**config.mk**
```make
export PLATFORM = sky130hd
export DESIGN_NAME = key_sweep_flat
export DESIGN_NICKNAME = d
export VERILOG_FILES = /design/src/rtl/key_sweep_pkg.sv /design/src/rtl/key_sweep_if.sv /design/src/rtl/key_sweep.sv /design/src/flat_wrapper.sv
export SDC_FILE = /design/constraint.sdc
export NUM_CORES = 1
export LEC_CHECK = 0
export ABC_AREA = 1
export BUFFER_PORTS_ARGS = -buffer_cell sky130_fd_sc_hd__buf_4
export CORE_MARGIN = 4
export CORE_UTILIZATION = 50
export CTS_CLUSTER_SIZE = 10
export DETAILED_ROUTE_END_ITERATION = 7
export MAX_ROUTING_LAYER = met4
export PLACE_DENSITY_LB_ADDON = 0.2
export SYNTH_ARGS = -nofsm -noshare
export SYNTH_HDL_FRONTEND = slang
export SYNTH_SLANG_ARGS = --single-unit
```
**constraint.sdc**
```tcl
create_clock -name clk -period 1.3 [get_ports clk]
set_input_delay 0.13 -clock clk [delete_from_list [all_inputs] [get_ports clk]]
set_output_delay 0.13 -clock clk [all_outputs]
set_load 0.05 [all_outputs]
```
**src/rtl/key_sweep_pkg.sv**
```systemverilog
// Shared definitions for the key_sweep block: state encoding of the sweep controller.
package key_sweep_pkg;

  localparam logic [1:0] ST_IDLE  = 2'd0;
  localparam logic [1:0] ST_SWEEP = 2'd1;
  localparam logic [1:0] ST_DONE  = 2'd2;

  typedef enum logic [1:0] {
    IDLE  = ST_IDLE,
    SWEEP = ST_SWEEP,
    DONE  = ST_DONE
  } state_t;

endpackage

```
**src/rtl/key_sweep_if.sv**
```systemverilog
// Control and key/match handshake bundle between key_sweep and its user / comparator.
interface key_sweep_if #(
  parameter int WIDTH    = 8,
  parameter int MAX_KEYS = 256
);
  localparam int IW = $clog2(MAX_KEYS);

  logic             start;
  logic             abort;
  logic [WIDTH-1:0] key;
  logic             key_valid;
  logic             key_ready;
  logic             match;
  logic             busy;
  logic             done;
  logic             found;
  logic [IW-1:0]    idx;

  modport master (
    input  start, abort, key_ready, match,
    output key, key_valid, busy, done, found, idx
  );

  modport slave (
    output start, abort, key_ready, match,
    input  key, key_valid, busy, done, found, idx
  );

endinterface

```
**src/rtl/key_sweep.sv**
```systemverilog
// Sweeps an arithmetic key sequence into an external comparator and reports the
// index of the first match, or not-found once MAX_KEYS keys have been rejected.
module key_sweep
  import key_sweep_pkg::*;
#(
  parameter int               WIDTH    = 8,
  parameter logic [WIDTH-1:0] KEY_BASE = '0,
  parameter logic [WIDTH-1:0] KEY_STEP = WIDTH'(1),
  parameter int               MAX_KEYS = 256
) (
  input  logic       clk,
  input  logic       rst,
  key_sweep_if.master bus
);

  localparam int            IW   = $clog2(MAX_KEYS);
  localparam logic [IW-1:0] LAST = IW'(MAX_KEYS - 1);

  state_t           state;
  state_t           state_next;
  logic [WIDTH-1:0] key_r;
  logic [IW-1:0]    cnt;
  logic             found_r;
  logic [IW-1:0]    idx_r;

  logic             handshake;
  logic             load;
  logic             advance;
  logic             finish_hit;
  logic             finish_miss;

  always_ff @(posedge clk or posedge rst) begin
    if (rst) begin
      state <= IDLE;
    end else begin
      state <= state_next;
    end
  end

  // abort wins over a same-cycle handshake, so the key is never consumed on abort
  always_comb begin
    state_next  = state;
    load        = 1'b0;
    advance     = 1'b0;
    finish_hit  = 1'b0;
    finish_miss = 1'b0;
    handshake   = (state == SWEEP) && bus.key_ready;
    case (state)
      IDLE: begin
        if (bus.start) begin
          state_next = SWEEP;
          load       = 1'b1;
        end
      end
      SWEEP: begin
        if (bus.abort) begin
          state_next = IDLE;
        end else if (handshake) begin
          if (bus.match) begin
            finish_hit = 1'b1;
            state_next = DONE;
          end else if (cnt == LAST) begin
            finish_miss = 1'b1;
            state_next  = DONE;
          end else begin
            advance = 1'b1;
          end
        end
      end
      DONE: begin
        state_next = IDLE;
      end
      default: begin
        state_next = IDLE;
      end
    endcase
  end

  always_ff @(posedge clk or posedge rst) begin
    if (rst) begin
      key_r <= '0;
      cnt   <= '0;
    end else if (load) begin
      key_r <= KEY_BASE;
      cnt   <= '0;
    end else if (advance) begin
      key_r <= key_r + KEY_STEP;
      cnt   <= cnt + IW'(1);
    end
  end

  // Result registers survive start and abort; only a completed sweep updates them
  always_ff @(posedge clk or posedge rst) begin
    if (rst) begin
      found_r <= 1'b0;
      idx_r   <= '0;
    end else if (finish_hit) begin
      found_r <= 1'b1;
      idx_r   <= cnt;
    end else if (finish_miss) begin
      found_r <= 1'b0;
      idx_r   <= LAST;
    end
  end

  assign bus.key       = key_r;
  assign bus.key_valid = (state == SWEEP);
  assign bus.busy      = (state == SWEEP);
  assign bus.done      = (state == DONE);
  assign bus.found     = found_r;
  assign bus.idx       = idx_r;

endmodule

```
**src/flat_wrapper.sv**
```systemverilog
// flat-port wrapper written by rule: the top's interface ports become plain ports
module key_sweep_flat import key_sweep_pkg::*;
#(
  parameter int               WIDTH    = 8,
  parameter logic [WIDTH-1:0] KEY_BASE = '0,
  parameter logic [WIDTH-1:0] KEY_STEP = WIDTH'(1),
  parameter int               MAX_KEYS = 256
)
  (clk, rst, bus_start, bus_abort, bus_key_ready, bus_match, bus_key, bus_key_valid, bus_busy, bus_done, bus_found, bus_idx);
  key_sweep_if #(.WIDTH(WIDTH), .MAX_KEYS(MAX_KEYS)) bus_i ();
  input  logic clk;
  input  logic rst;
  input wire logic [$bits(bus_i.start)-1:0] bus_start;
  input wire logic [$bits(bus_i.abort)-1:0] bus_abort;
  input wire logic [$bits(bus_i.key_ready)-1:0] bus_key_ready;
  input wire logic [$bits(bus_i.match)-1:0] bus_match;
  output wire logic [$bits(bus_i.key)-1:0] bus_key;
  output wire logic [$bits(bus_i.key_valid)-1:0] bus_key_valid;
  output wire logic [$bits(bus_i.busy)-1:0] bus_busy;
  output wire logic [$bits(bus_i.done)-1:0] bus_done;
  output wire logic [$bits(bus_i.found)-1:0] bus_found;
  output wire logic [$bits(bus_i.idx)-1:0] bus_idx;
  assign bus_i.start = bus_start;
  assign bus_i.abort = bus_abort;
  assign bus_i.key_ready = bus_key_ready;
  assign bus_i.match = bus_match;
  assign bus_key = bus_i.key;
  assign bus_key_valid = bus_i.key_valid;
  assign bus_busy = bus_i.busy;
  assign bus_done = bus_i.done;
  assign bus_found = bus_i.found;
  assign bus_idx = bus_i.idx;
  key_sweep #(.WIDTH(WIDTH), .KEY_BASE(KEY_BASE), .KEY_STEP(KEY_STEP), .MAX_KEYS(MAX_KEYS)) u_core (.clk(clk), .rst(rst), .bus(bus_i));
endmodule
```
# --- Word-level counts from Yosys, hierarchy flattened ---
# Index checks and enable logic that the tools add are counted.
word_totals:
  register_bits: 27
  in_bits: 6
  output_inout_bits: 20
  elab_cells: 48
classes:
  addsub: 2
  n_eq_ne: 6
  mux: 30
  reduce_logical: 5
ops:
  columns: ["cell", "n"]
  rows:
  - ["8-bit 2-to-1 mux", 6]
  - ["1-bit 2-to-1 mux", 18]
  - ["8-bit by 1-bit adder with 8-bit output, second input constant", 2]
  - ["2-bit 2-to-1 mux", 5]
  - ["8-bit equality test, second input constant", 1]
  - ["4-bit by 3-bit inequality test with 1-bit output, second input constant", 1]
  - ["2-bit one-hot mux with 2 select lines", 1]
  - ["2-bit nonzero test", 2]
  - ["3-bit by 2-bit inequality test with 1-bit output, second input constant", 1]
  - ["3-bit AND reduction", 1]
  - ["2-bit by 1-bit equality test with 1-bit output, second input constant", 1]
  - ["2-bit equality test, second input constant", 1]
  - ["2-bit logical NOT", 1]
  - ["2-bit inequality test, second input constant", 1]
  - ["1-bit logical AND", 1]

# --- Logic depth before layout (Yosys ltp) ---
# Gate-level depths: netlist of the first run.
depth:
  word_depth: 8
  depth_mapped: 8
  mapped_depth_nobuf: 8

# --- Worst setup path before layout of the first run ---
# OpenSTA, ideal clock, no wires.
synth_timing:
  path_type: "register to register"
  start: "reg u_core.key_r[0] (netlist: u_core.bus.key[0])"
  end: "reg u_core.key_r[4] (netlist: u_core.bus.key[4])"
  setup_time_ps: 67
  arrival_time_ps: 1408
  required_time_ps: 1233
  slack_ps: -176
  stages_incl_launch_ff: 7
  path_buffers: 0
  period_less_slack_ps: 1476
  cell_sequence: "dfrtp_1 > ha_1 > nand3_1 > xor2_1 > nor2_1 > nand2_1 > nand2_1"
synth_via:
  elab_chain_cells: 3
synth_rtl:
  columns: ["item", "line", "text"]
  rows:
  - ["start: declaration", "key_sweep.sv:21", "logic [WIDTH-1:0] key_r;"]
  - ["start signal: assignment", "key_sweep.sv:87", "key_r <= key_r + KEY_STEP;"]
  - ["8-bit by 1-bit adder with 8-bit output", "key_sweep.sv:87", null]
  - ["8-bit 2-to-1 mux", "key_sweep.sv:86", "end else if (advance) begin"]
  - ["8-bit 2-to-1 mux", "key_sweep.sv:83", "end else if (load) begin"]
# Every way passes these cells. The select of a mux whose other input is x is not followed.
# A chain may end at the register's enable or synchronous reset.

# --- Worst setup path after layout of the first run ---
layout_timing:
  start: "reg u_core.state[1]"
  end: "reg u_core.found_r (netlist: u_core.bus.found)"
layout_via:
  elab_chain_cells: 6
  word_cells_on_any_way: 10
  classes_between: "eq/ne: 1; mux: 7; reduce/logical: 2"
layout_rtl:
  columns: ["item", "line", "text"]
  rows:
  - ["start: declaration", "key_sweep.sv:19", "state_t state;"]
  - ["start signal: assignment", "key_sweep.sv:36", "state <= state_next;"]
  - ["2-bit by 1-bit equality test with 1-bit output *", "key_sweep.sv:47, key_sweep.sv:48", null]
  - ["1-bit logical AND", "key_sweep.sv:47", "handshake = (state == SWEEP) && bus.key_ready;"]
  - ["1-bit 2-to-1 mux", "key_sweep.sv:58", "end else if (handshake) begin"]
  - ["1-bit 2-to-1 mux", "key_sweep.sv:56", "if (bus.abort) begin"]
  - ["1-bit 2-to-1 mux", "key_sweep.sv:48", "case (state)"]
  - ["1-bit 2-to-1 mux or 2-bit nonzero test (tied branches)", null, null]
  - ["end signal: assignment", "key_sweep.sv:95", "found_r <= 1'b0;"]
  - ["end signal: assignment", "key_sweep.sv:98", "found_r <= 1'b1;"]
  - ["end signal: assignment", "key_sweep.sv:101", "found_r <= 1'b0;"]
  - ["end: declaration", "key_sweep.sv:23", "logic found_r;"]
# Every way passes the cells marked *; elsewhere a longest branch is shown, timed or not.

==> results.sh, run 1 <==
export IMPL_status="finished, violations left"
export IMPL_violations="negative setup slack"
export IMPL_fin_util_pct=77.0
export IMPL_numPortBuffers=25
export IMPL_cts_max_path_buffers=2
export IMPL_ys_types=23
export IMPL_grt_setup_unrepaired="yes"
export IMPL_drive_gt1_share_pct=37.2
export IMPL_layout_common_cells="nand2_1, buf_4, nand3_1"
export IMPL_cts_clk_slew_worst_paths_ns=0.15
export IMPL_setup_tns_ns=-2.31
export IMPL_r2r_end="u_core.bus.found$_DFFE_PP0P_"
export IMPL_synth_warnings=0
export IMPL_ant_nets=0
export IMPL_synthToLayoutAreaGrowth_pct=41.5
export IMPL_reg2reg_from="u_core.state[1]$_DFFE_PP0P_"
export IMPL_grt_pass1_vias=1361
export IMPL_p_sw_share_pct=44.5
export IMPL_period_needed_ns=1.45
export IMPL_drc=0
export IMPL_grt_overflow=0
export IMPL_slew_headroom_pct=77.0
export IMPL_whs_path_depth=2
export IMPL_leakagePower_nw=1.07
export IMPL_place_area_um2=1890
export IMPL_fin_crit_sh_pct=112
export IMPL_core_um2=2850
export IMPL_first_iter_violations=153
export IMPL_cts_sinks=27
export IMPL_path_max_fanout=4
export IMPL_drt_pass1_iter_count=4
export IMPL_finalHoldViolCount=0
export IMPL_cp_end_kind="flop"
export IMPL_power_density_nw_per_um2=1220
export IMPL_wl_per_cell_um=14.5
export IMPL_totalWireLength_um=4360
export IMPL_peakVddDrop_mv=1.28
export IMPL_cts_buffers=3
export IMPL_min_to="u_core.state[0]$_DFFE_PP0P_"
export IMPL_initial_utilization_pct=54.4
export IMPL_p_switching_mw=1.20
export IMPL_max_slew_worst_pin_slew_ns=0.345
export IMPL_setup_violations=29
export IMPL_dp_slack_ns=-0.0695
export IMPL_critPathLaunchType="flop"
export IMPL_multiInputGateArea_um2=902
export IMPL_ys_ff_latch=27
export IMPL_slew_viol_final=0
export IMPL_grt_pass1_wl_um=6090
export IMPL_fillers=208
export IMPL_antenna_found_initial=0
export IMPL_cts_root_buf="clkbuf_4"
export IMPL_reg2reg_slack_ns=-0.15
export IMPL_ctsHtreeMaxLevel=1
export IMPL_reg2regPathDepth=7
export IMPL_yosysSeqAreaShare_pct=43.5
export IMPL_hold_ws_ns=0.137
export IMPL_diodes=0
export IMPL_tritoncts="yes"
export IMPL_syn_area_um2=1550
export IMPL_finish_net_count=278
export IMPL_via_count=1595
export IMPL_die_x_um=63.7
export IMPL_syn_area_per_cell_um2=7.18
export IMPL_syn_num_nets=224
export IMPL_fmax_mhz=690
export IMPL_crit_type="flop to flop"
export IMPL_final_cells=300
export IMPL_worstPathRequired_ns=1.52
export IMPL_viasPerCell=5.32
export IMPL_fin_skew_ns=0.00235
export IMPL_grtUsageTotal_pct=19.4
export IMPL_grt_start_max_net_pins=28
export IMPL_hp_start="bus_key_ready"
export IMPL_rows=19
export IMPL_insertion_delay_ns=0.32
export IMPL_netlist_instances=216
export IMPL_dp_hpwl_um=2570
export IMPL_regArea_um2=681
export IMPL_placedCellCount=285
export IMPL_setup_slack_ns=-0.150
export IMPL_max_cap_viol_count=0
export IMPL_internal_power_mw=1.49
export IMPL_top_level_ports=26
export IMPL_finalPower_mw=2.69
export IMPL_design_area_um2=2200
export IMPL_die_h_um=63.7
export IMPL_combPwrFrac_pct=46.0
export IMPL_clkPwrFrac_pct=13.8
export IMPL_place_congestion=0.872
export IMPL_final_common_cell="nand2_1"
export IMPL_crit_arrival_ns=1.67
export IMPL_hold_path_class="input pin to flop"
export IMPL_power_frac_seq_pct=40.2
export IMPL_die_area_um2=4060
-- cells in the mapped netlist --
cell type  instances  area (um2)
nand2_1           82         308
nand3_1           39         195
dfrtp_1           27         676
nor2_1            22        82.6
inv_1             17        63.8
xor2_1             5        43.8
nor2_2             4        25.0
clkbuf_1           3        11.3
ha_1               2        25.0
nand2_2            2        12.5
buf_2              1        5.00
buf_4              1        7.51
buf_6              1        11.3
clkinv_1           1        3.75
inv_2              1        3.75
nand3_2            1        10.0
nand3_4            1        17.5
nand3b_1           1        7.51
nor3_1             1        5.00
o211ai_1           1        7.51
o21ai_0            1        5.00
o21ai_4            1        16.3
xnor2_1            1        8.76
-- worst max-delay path by stage --
stage / from / to / depth (start not counted)
2_1_floorplan: u_core.cnt[0]$_DFFE_PP0P_ / u_core.bus.idx[0]$_DFFE_PP0P_ / 8
3_3_place_gp: u_core.state[1]$_DFFE_PP0P_ / u_core.bus.idx[0]$_DFFE_PP0P_ / 8
3_5_place_dp: u_core.state[1]$_DFFE_PP0P_ / u_core.bus.idx[1]$_DFFE_PP0P_ / 8
4_1_cts: u_core.cnt[1]$_DFFE_PP0P_ / u_core.bus.idx[1]$_DFFE_PP0P_ / 7
5_1_grt: u_core.state[1]$_DFFE_PP0P_ / u_core.bus.found$_DFFE_PP0P_ / 7
6_report: u_core.state[1]$_DFFE_PP0P_ / u_core.bus.found$_DFFE_PP0P_ / 7
-- cells by family after synthesis --
kind of cell | synth area share [%]
compound gates | 1.85
xor+xnor | 3.39
fa+ha+maj | 1.61
buf+inv | 6.85
flops | 43.5
simple gates | 42.7
-- state kept, by name, summed over array words and instances, names as in the netlist --
signal and count:
u_core.bus.key 8, u_core.cnt 8, u_core.bus.idx 8, u_core.state 2, u_core.bus.found 1
-- what timing repair did --
item,in CTS,in global routing
endpoints found under the hold margin,27,0
gates cloned,0,1
gates resized for setup,16,36
endpoints found under the setup margin,25,30
pin swaps,5,6
setup buffers,3,6
hold buffers,1,0
-- layout make-up --
cell class	instances	share of cell area (%)
multi-input combinational	165	41.1
tap	31	1.77
clock buffer	4	1.20
timing repair buffer	54	21.5
inverter	19	3.42
sequential	27	31.0
-- power by group through the flow --
| stage | clock (mW) | sequential [mW] | combinational (mW) |
|---|---|---|---|
| after floorplan | 0 | 1.53 | 0.323 |
| after global placement | 0 | 1.09 | 1.10 |
| after detailed placement | 0 | 1.09 | 1.11 |
| after CTS | 0.371 | 1.08 | 1.15 |
| after global routing | 0.418 | 1.11 | 1.29 |
| final | 0.372 | 1.08 | 1.24 |
-- routing by layer --
| metal | part of all wire [%] | track usage (%) | up-vias |
|---|---|---|---|
| met5 | 0 | - | - |
| met4 | 1.2 | 7.55 | 0 |
| met3 | 5.3 | 2.13 | 4 |
| met2 | 51 | 29.1 | 56 |
| met1 | 42 | 26.9 | 751 |
| li1 | - | - | 784 |
-- worst max-delay path: stages (launching register included) --
cell and delay [ns]:
dfrtp_1 0.43, inv_2 0.10, nand3b_1 0.15, nor2_4 0.21, buf_4 0.14, nand3_2 0.13, nand2_1 0.11, nand2_1 0.08
No activity file was read; power rests on OpenSTA's default activity.
==> run 2, diff against run 1 <==
CELL_PAD_IN_SITES_DETAIL_PLACEMENT = 0   (was not set)
CELL_PAD_IN_SITES_GLOBAL_PLACEMENT = 1   (was not set)
CORE_UTILIZATION = 36   (was 50)
==> results.sh, run 2 (synthesized netlist as in run 1, its figures left out) <==
export IMPL_status="finished, violations left"
export IMPL_violations="negative setup slack"
export IMPL_grt_setup_unrepaired="yes"
export IMPL_totalWireLength_um=3900
export IMPL_die_h_um=73.7
export IMPL_drc=0
export IMPL_diodes=0
export IMPL_setup_tns_ns=-0.597
export IMPL_grt_overflow=0
export IMPL_max_slew_worst_pin_slew_ns=0.370
export IMPL_die_area_um2=5420
export IMPL_finalPower_mw=2.77
export IMPL_fmax_mhz=740
export IMPL_reg2reg_from="u_core.cnt[1]$_DFFE_PP0P_"
export IMPL_ant_nets=0
export IMPL_power_density_nw_per_um2=1260
export IMPL_cp_end_kind="flop"
export IMPL_place_area_um2=1940
export IMPL_final_common_cell="nand2_1"
export IMPL_rows=23
export IMPL_peakVddDrop_mv=0.802
export IMPL_viasPerCell=4.68
export IMPL_cts_clk_slew_worst_paths_ns=0.09
export IMPL_layout_common_cells="nand2_1, buf_4, nand3_1"
export IMPL_initial_utilization_pct=38.0
export IMPL_critPathLaunchType="flop"
export IMPL_hold_ws_ns=0.192
export IMPL_insertion_delay_ns=0.27
export IMPL_slew_headroom_pct=75.3
export IMPL_r2r_end="u_core.bus.key[2]$_DFFE_PP0P_"
export IMPL_via_count=1475
export IMPL_antenna_found_initial=0
export IMPL_cts_sinks=27
export IMPL_finish_net_count=274
export IMPL_whs_path_depth=2
export IMPL_numPortBuffers=25
export IMPL_hp_start="bus_key_ready"
export IMPL_min_to="u_core.state[0]$_DFFE_PP0P_"
export IMPL_period_needed_ns=1.35
export IMPL_setup_violations=25
export IMPL_ctsHtreeMaxLevel=1
export IMPL_first_iter_violations=44
export IMPL_crit_type="flop to flop"
export IMPL_synthToLayoutAreaGrowth_pct=42.3
export IMPL_max_cap_viol_count=0
export IMPL_leakagePower_nw=1.07
export IMPL_worstPathRequired_ns=1.47
export IMPL_core_um2=4090
export IMPL_hold_path_class="input pin to flop"
export IMPL_wl_per_cell_um=12.4
export IMPL_setup_slack_ns=-0.0506
export IMPL_drt_pass1_iter_count=4
export IMPL_cts_buffers=3
export IMPL_design_area_um2=2210
export IMPL_fin_skew_ns=0.00291
export IMPL_fin_crit_sh_pct=104
export IMPL_cts_max_path_buffers=2
export IMPL_slew_viol_final=0
export IMPL_grt_start_max_net_pins=28
export IMPL_reg2reg_slack_ns=-0.05
export IMPL_dp_slack_ns=-0.0517
export IMPL_finalHoldViolCount=0
export IMPL_tritoncts="yes"
export IMPL_place_congestion=0.790
export IMPL_path_max_fanout=7
export IMPL_reg2regPathDepth=8
export IMPL_grt_pass1_vias=1387
export IMPL_top_level_ports=26
export IMPL_dp_hpwl_um=2700
export IMPL_grtUsageTotal_pct=15.6
export IMPL_drive_gt1_share_pct=35.1
export IMPL_grt_pass1_wl_um=6380
export IMPL_crit_arrival_ns=1.52
export IMPL_cts_root_buf="clkbuf_8"
export IMPL_die_x_um=73.7
==> run 2: cell count changes in the layout (fill, tap and decap cells not counted), moves of 2 or more <==
cell,before,now
buf_6,8,6
nand2_1,71,76
nand3_1,28,25
nand2_2,12,6
inv_2,3,1
clkbuf_8,0,3
nand3_2,12,14
clkbuf_4,3,0
==> run 2: layout make-up <==
| type | instances | area [um2] |
|---|---|---|
| clock buffer | 4 | 45.0 |
| inverter | 19 | 76.3 |
| timing repair buffer | 50 | 415 |
| fill | 405 | 1880 |
| tap | 50 | 62.6 |
| multi-input combinational | 165 | 928 |
| sequential | 27 | 681 |
==> run 2: worst max-delay path: stages, from the launching register on <==
cell,delay (ns)
dfrtp_1,0.40
ha_2,0.20
nand2_2,0.08
nor2_4,0.04
nand2_4,0.09
nand3_4,0.14
buf_6,0.18
nand3_1,0.07
nand2_1,0.05
==> run 2: worst max path at each step <==
stage / endpoint / cells after the start / from / slack [ns]
after floorplan: u_core.bus.idx[0]$_DFFE_PP0P_ / 8 / u_core.cnt[0]$_DFFE_PP0P_ / -0.006
after global placement: u_core.bus.idx[4]$_DFFE_PP0P_ / 8 / u_core.state[1]$_DFFE_PP0P_ / -0.05
after detailed placement: u_core.bus.idx[7]$_DFFE_PP0P_ / 7 / u_core.cnt[1]$_DFFE_PP0P_ / -0.05
after CTS: u_core.bus.idx[4]$_DFFE_PP0P_ / 8 / u_core.cnt[0]$_DFFE_PP0P_ / -0.06
after global routing: u_core.bus.idx[2]$_DFFE_PP0P_ / 8 / u_core.cnt[0]$_DFFE_PP0P_ / -0.14
final: u_core.bus.key[2]$_DFFE_PP0P_ / 8 / u_core.cnt[1]$_DFFE_PP0P_ / -0.05
==> run 2: report_power, final <==
group	switching (mW)	total [mW]	internal, mW
clock network	0.255	0.474	0.219
logic	0.830	1.22	0.385
registers	0.100	1.08	0.982
==> run 2: repair_timing <==
| action | in CTS | in global routing |
|---|---|---|
| gates resized for setup | 22 | 27 |
| setup buffers | 3 | 0 |
| hold endpoints to repair | 27 | 0 |
| cloned | 1 | 0 |
| hold buffers | 1 | 0 |
| pin swaps | 10 | 13 |
| endpoints found under the setup margin | 27 | 29 |
==> run 2: layer usage <==
layer / part of all wire [%] / wire (um) / GRT usage (%)
met1: 46 / 1780 / 19.1
met3: 4.1 / 158 / 2.87
met5: 0 / 0 / -
met4: 0.49 / 19 / 2.21
met2: 50 / 1940 / 27.2
==> run 2: stage by stage <==
stage | utilization [%] | instances
after floorplan | - | 216
after global placement | 47.5 | 307
after detailed placement | 47.5 | 307
after CTS | 51.3 | 315
after global routing | 54.0 | 315
final | 54.0 | 315
==> run 3, diff against run 2 <==
==> constraint.sdc (replaced) <==
create_clock -name clk -period 1.3 [get_ports clk]
set_input_delay 0.13 -clock clk [delete_from_list [all_inputs] [get_ports clk]]
set_output_delay 0.13 -clock clk [all_outputs]
set_load 0.005 [all_outputs]
==> results.sh, run 3 (synthesized netlist as in run 1, its figures left out) <==
export IMPL_setup_violations=26
export IMPL_numPortBuffers=25
export IMPL_final_cells=323
export IMPL_die_area_um2=5420
export IMPL_layout_common_cells="nand2_1, buf_4, nand3_1, dfrtp_1, nor2_1"
export IMPL_fmax_mhz=698
export IMPL_antenna_found_initial=0
export IMPL_fin_skew_ns=0.00426
export IMPL_wl_per_cell_um=12.9
export IMPL_slew_headroom_pct=75.7
export IMPL_slew_viol_final=0
export IMPL_grt_pass1_vias=1563
export IMPL_cts_buffers=3
export IMPL_finalHoldViolCount=0
export IMPL_whs_path_depth=2
export IMPL_gr_usage_met2_pct=29.9
export IMPL_die_x_um=73.7
export IMPL_grt_overflow=0
export IMPL_crit_chain="ha_2 -> nand2_2 -> nor2_4 -> nand2_4 -> nand3_4 -> nand2_4 -> nand2_1 -> nand2_1"
export IMPL_setup_slack_ns=-0.132
export IMPL_critical_path_max_stage_delay_ns=0.38
export IMPL_cp_end_kind="flop"
export IMPL_diodes=0
export IMPL_power_density_nw_per_um2=1030
export IMPL_dp_hpwl_um=2670
export IMPL_design_area_um2=2240
export IMPL_ant_nets=0
export IMPL_totalWireLength_um=4170
export IMPL_path_max_fanout=6
export IMPL_rows=23
export IMPL_crit_type="flop to flop"
export IMPL_max_slew_worst_pin_slew_ns=0.365
export IMPL_use_met3_pct=2.05
export IMPL_fin_util_pct=54.9
export IMPL_critPathLaunchType="flop"
export IMPL_violations="negative setup slack"
export IMPL_grt_start_max_net_pins=28
export IMPL_top_level_ports=26
export IMPL_cts_max_path_buffers=2
export IMPL_grtUsageTotal_pct=16.9
export IMPL_grt_busiest_layer="met2"
export IMPL_worstPathRequired_ns=1.48
export IMPL_drive_gt1_share_pct=35.2
export IMPL_placedCellCount=308
export IMPL_core_um2=4090
export IMPL_cts_sinks=27
export IMPL_initial_utilization_pct=38.0
export IMPL_drc=0
export IMPL_tritoncts="yes"
export IMPL_hold_path_class="input pin to flop"
export IMPL_cts_clk_slew_worst_paths_ns=0.10
export IMPL_period_needed_ns=1.43
export IMPL_grt_setup_unrepaired="yes"
export IMPL_insertion_delay_ns=0.28
export IMPL_die_h_um=73.7
export IMPL_leakagePower_nw=1.11
export IMPL_place_congestion=0.828
export IMPL_place_area_um2=1960
export IMPL_crit_arrival_ns=1.61
export IMPL_finish_net_count=282
export IMPL_grt_pass1_wl_um=7030
export IMPL_cts_root_buf="clkbuf_8"
export IMPL_worst_path_max_delay_cell="dfrtp_1"
export IMPL_first_iter_violations=45
export IMPL_status="finished, violations left"
export IMPL_peakVddDrop_mv=0.443
export IMPL_reg2regPathDepth=8
export IMPL_hold_ws_ns=0.171
export IMPL_final_common_cell="nand2_1"
export IMPL_fin_crit_sh_pct=110
export IMPL_max_cap_viol_count=0
export IMPL_drt_pass1_iter_count=4
export IMPL_met1_usage_pct=20.2
export IMPL_via_count=1559
export IMPL_synthToLayoutAreaGrowth_pct=44.6
export IMPL_ctsHtreeMaxLevel=1
export IMPL_viasPerCell=4.83
==> run 3: cell types whose count changed in the layout (fill, tap and decap cells not counted), sizes merged <==
cell | previous run | this run
nand2 | 84 | 85
clkbuf | 4 | 3
clkinvlp | 0 | 2
buf | 49 | 54
o21ai | 2 | 3
==> run 3: metal layers <==
metal	vias to the layer above	routed length, um
met5	-	0
met4	0	21
met3	4	158
met2	28	2150
met1	730	1840
li1	797	-
==> run 3: final timing paths <==
kind,from,to,slack [ns]
hold reg to reg,u_core.bus.found$_DFFE_PP0P_,u_core.bus.found$_DFFE_PP0P_,0.49
hold / removal,bus_key_ready,u_core.state[0]$_DFFE_PP0P_,0.17
setup / recovery,u_core.cnt[1]$_DFFE_PP0P_,u_core.cnt[3]$_DFFE_PP0P_,-0.13
min in group asynchronous,rst,u_core.bus.key[1]$_DFFE_PP0P_,0.47
setup reg to reg,u_core.cnt[1]$_DFFE_PP0P_,u_core.cnt[3]$_DFFE_PP0P_,-0.13
max in group asynchronous,rst,u_core.cnt[6]$_DFFE_PP0P_,0.56
==> run 3: power by group <==
group	switching [mW]	leakage (nW)	internal (mW)	total, mW
Sequential	0.101	0.351	0.977	1.08
Combinational	0.348	0.733	0.364	0.712
Clock	0.294	0.0255	0.215	0.510
Total	0.743	1.11	1.56	2.30
==> run 3: worst max-delay path, delay by kind of cell (launching register included) <==
family | cells | cell delay (ns)
adders and majority gates | 1 | 0.20
DFF | 1 | 0.38
and+or+nand+nor | 7 | 0.75
==> run 3: final cells by class <==
cell class	count	area [um2]
Timing Repair Buffer	55	447
Clock buffer	3	41.3
Sequential cell	27	676
Fill cell	424	1840
Clock inverter	1	5.00
Inverter	19	75.1
Tap cell	50	62.6
Timing Repair inverter	1	7.51
Multi-Input combinational cell	167	930
==> run 3: per-stage QoR <==
stage / setup slack, ns / total power [mW] / setup TNS, ns
finish: -0.132 / 2.30 / -2.19
global route: -0.181 / 2.45 / -4.07
CTS: -0.0669 / 2.26 / -1.11
detailed placement: -0.0954 / 1.72 / -1.24
global placement: -0.0650 / 1.71 / -0.910
floorplan: 0.00232 / 1.37 / 0
==> run 3: repair_timing <==
action / in CTS / in global routing
hold buffers: 1 / 0
endpoints found under the setup margin: 25 / 29
pin swaps: 4 / 19
hold endpoints to repair: 27 / 0
cloned: 2 / 2
resized for setup: 13 / 23
buffers inserted: 3 / 3
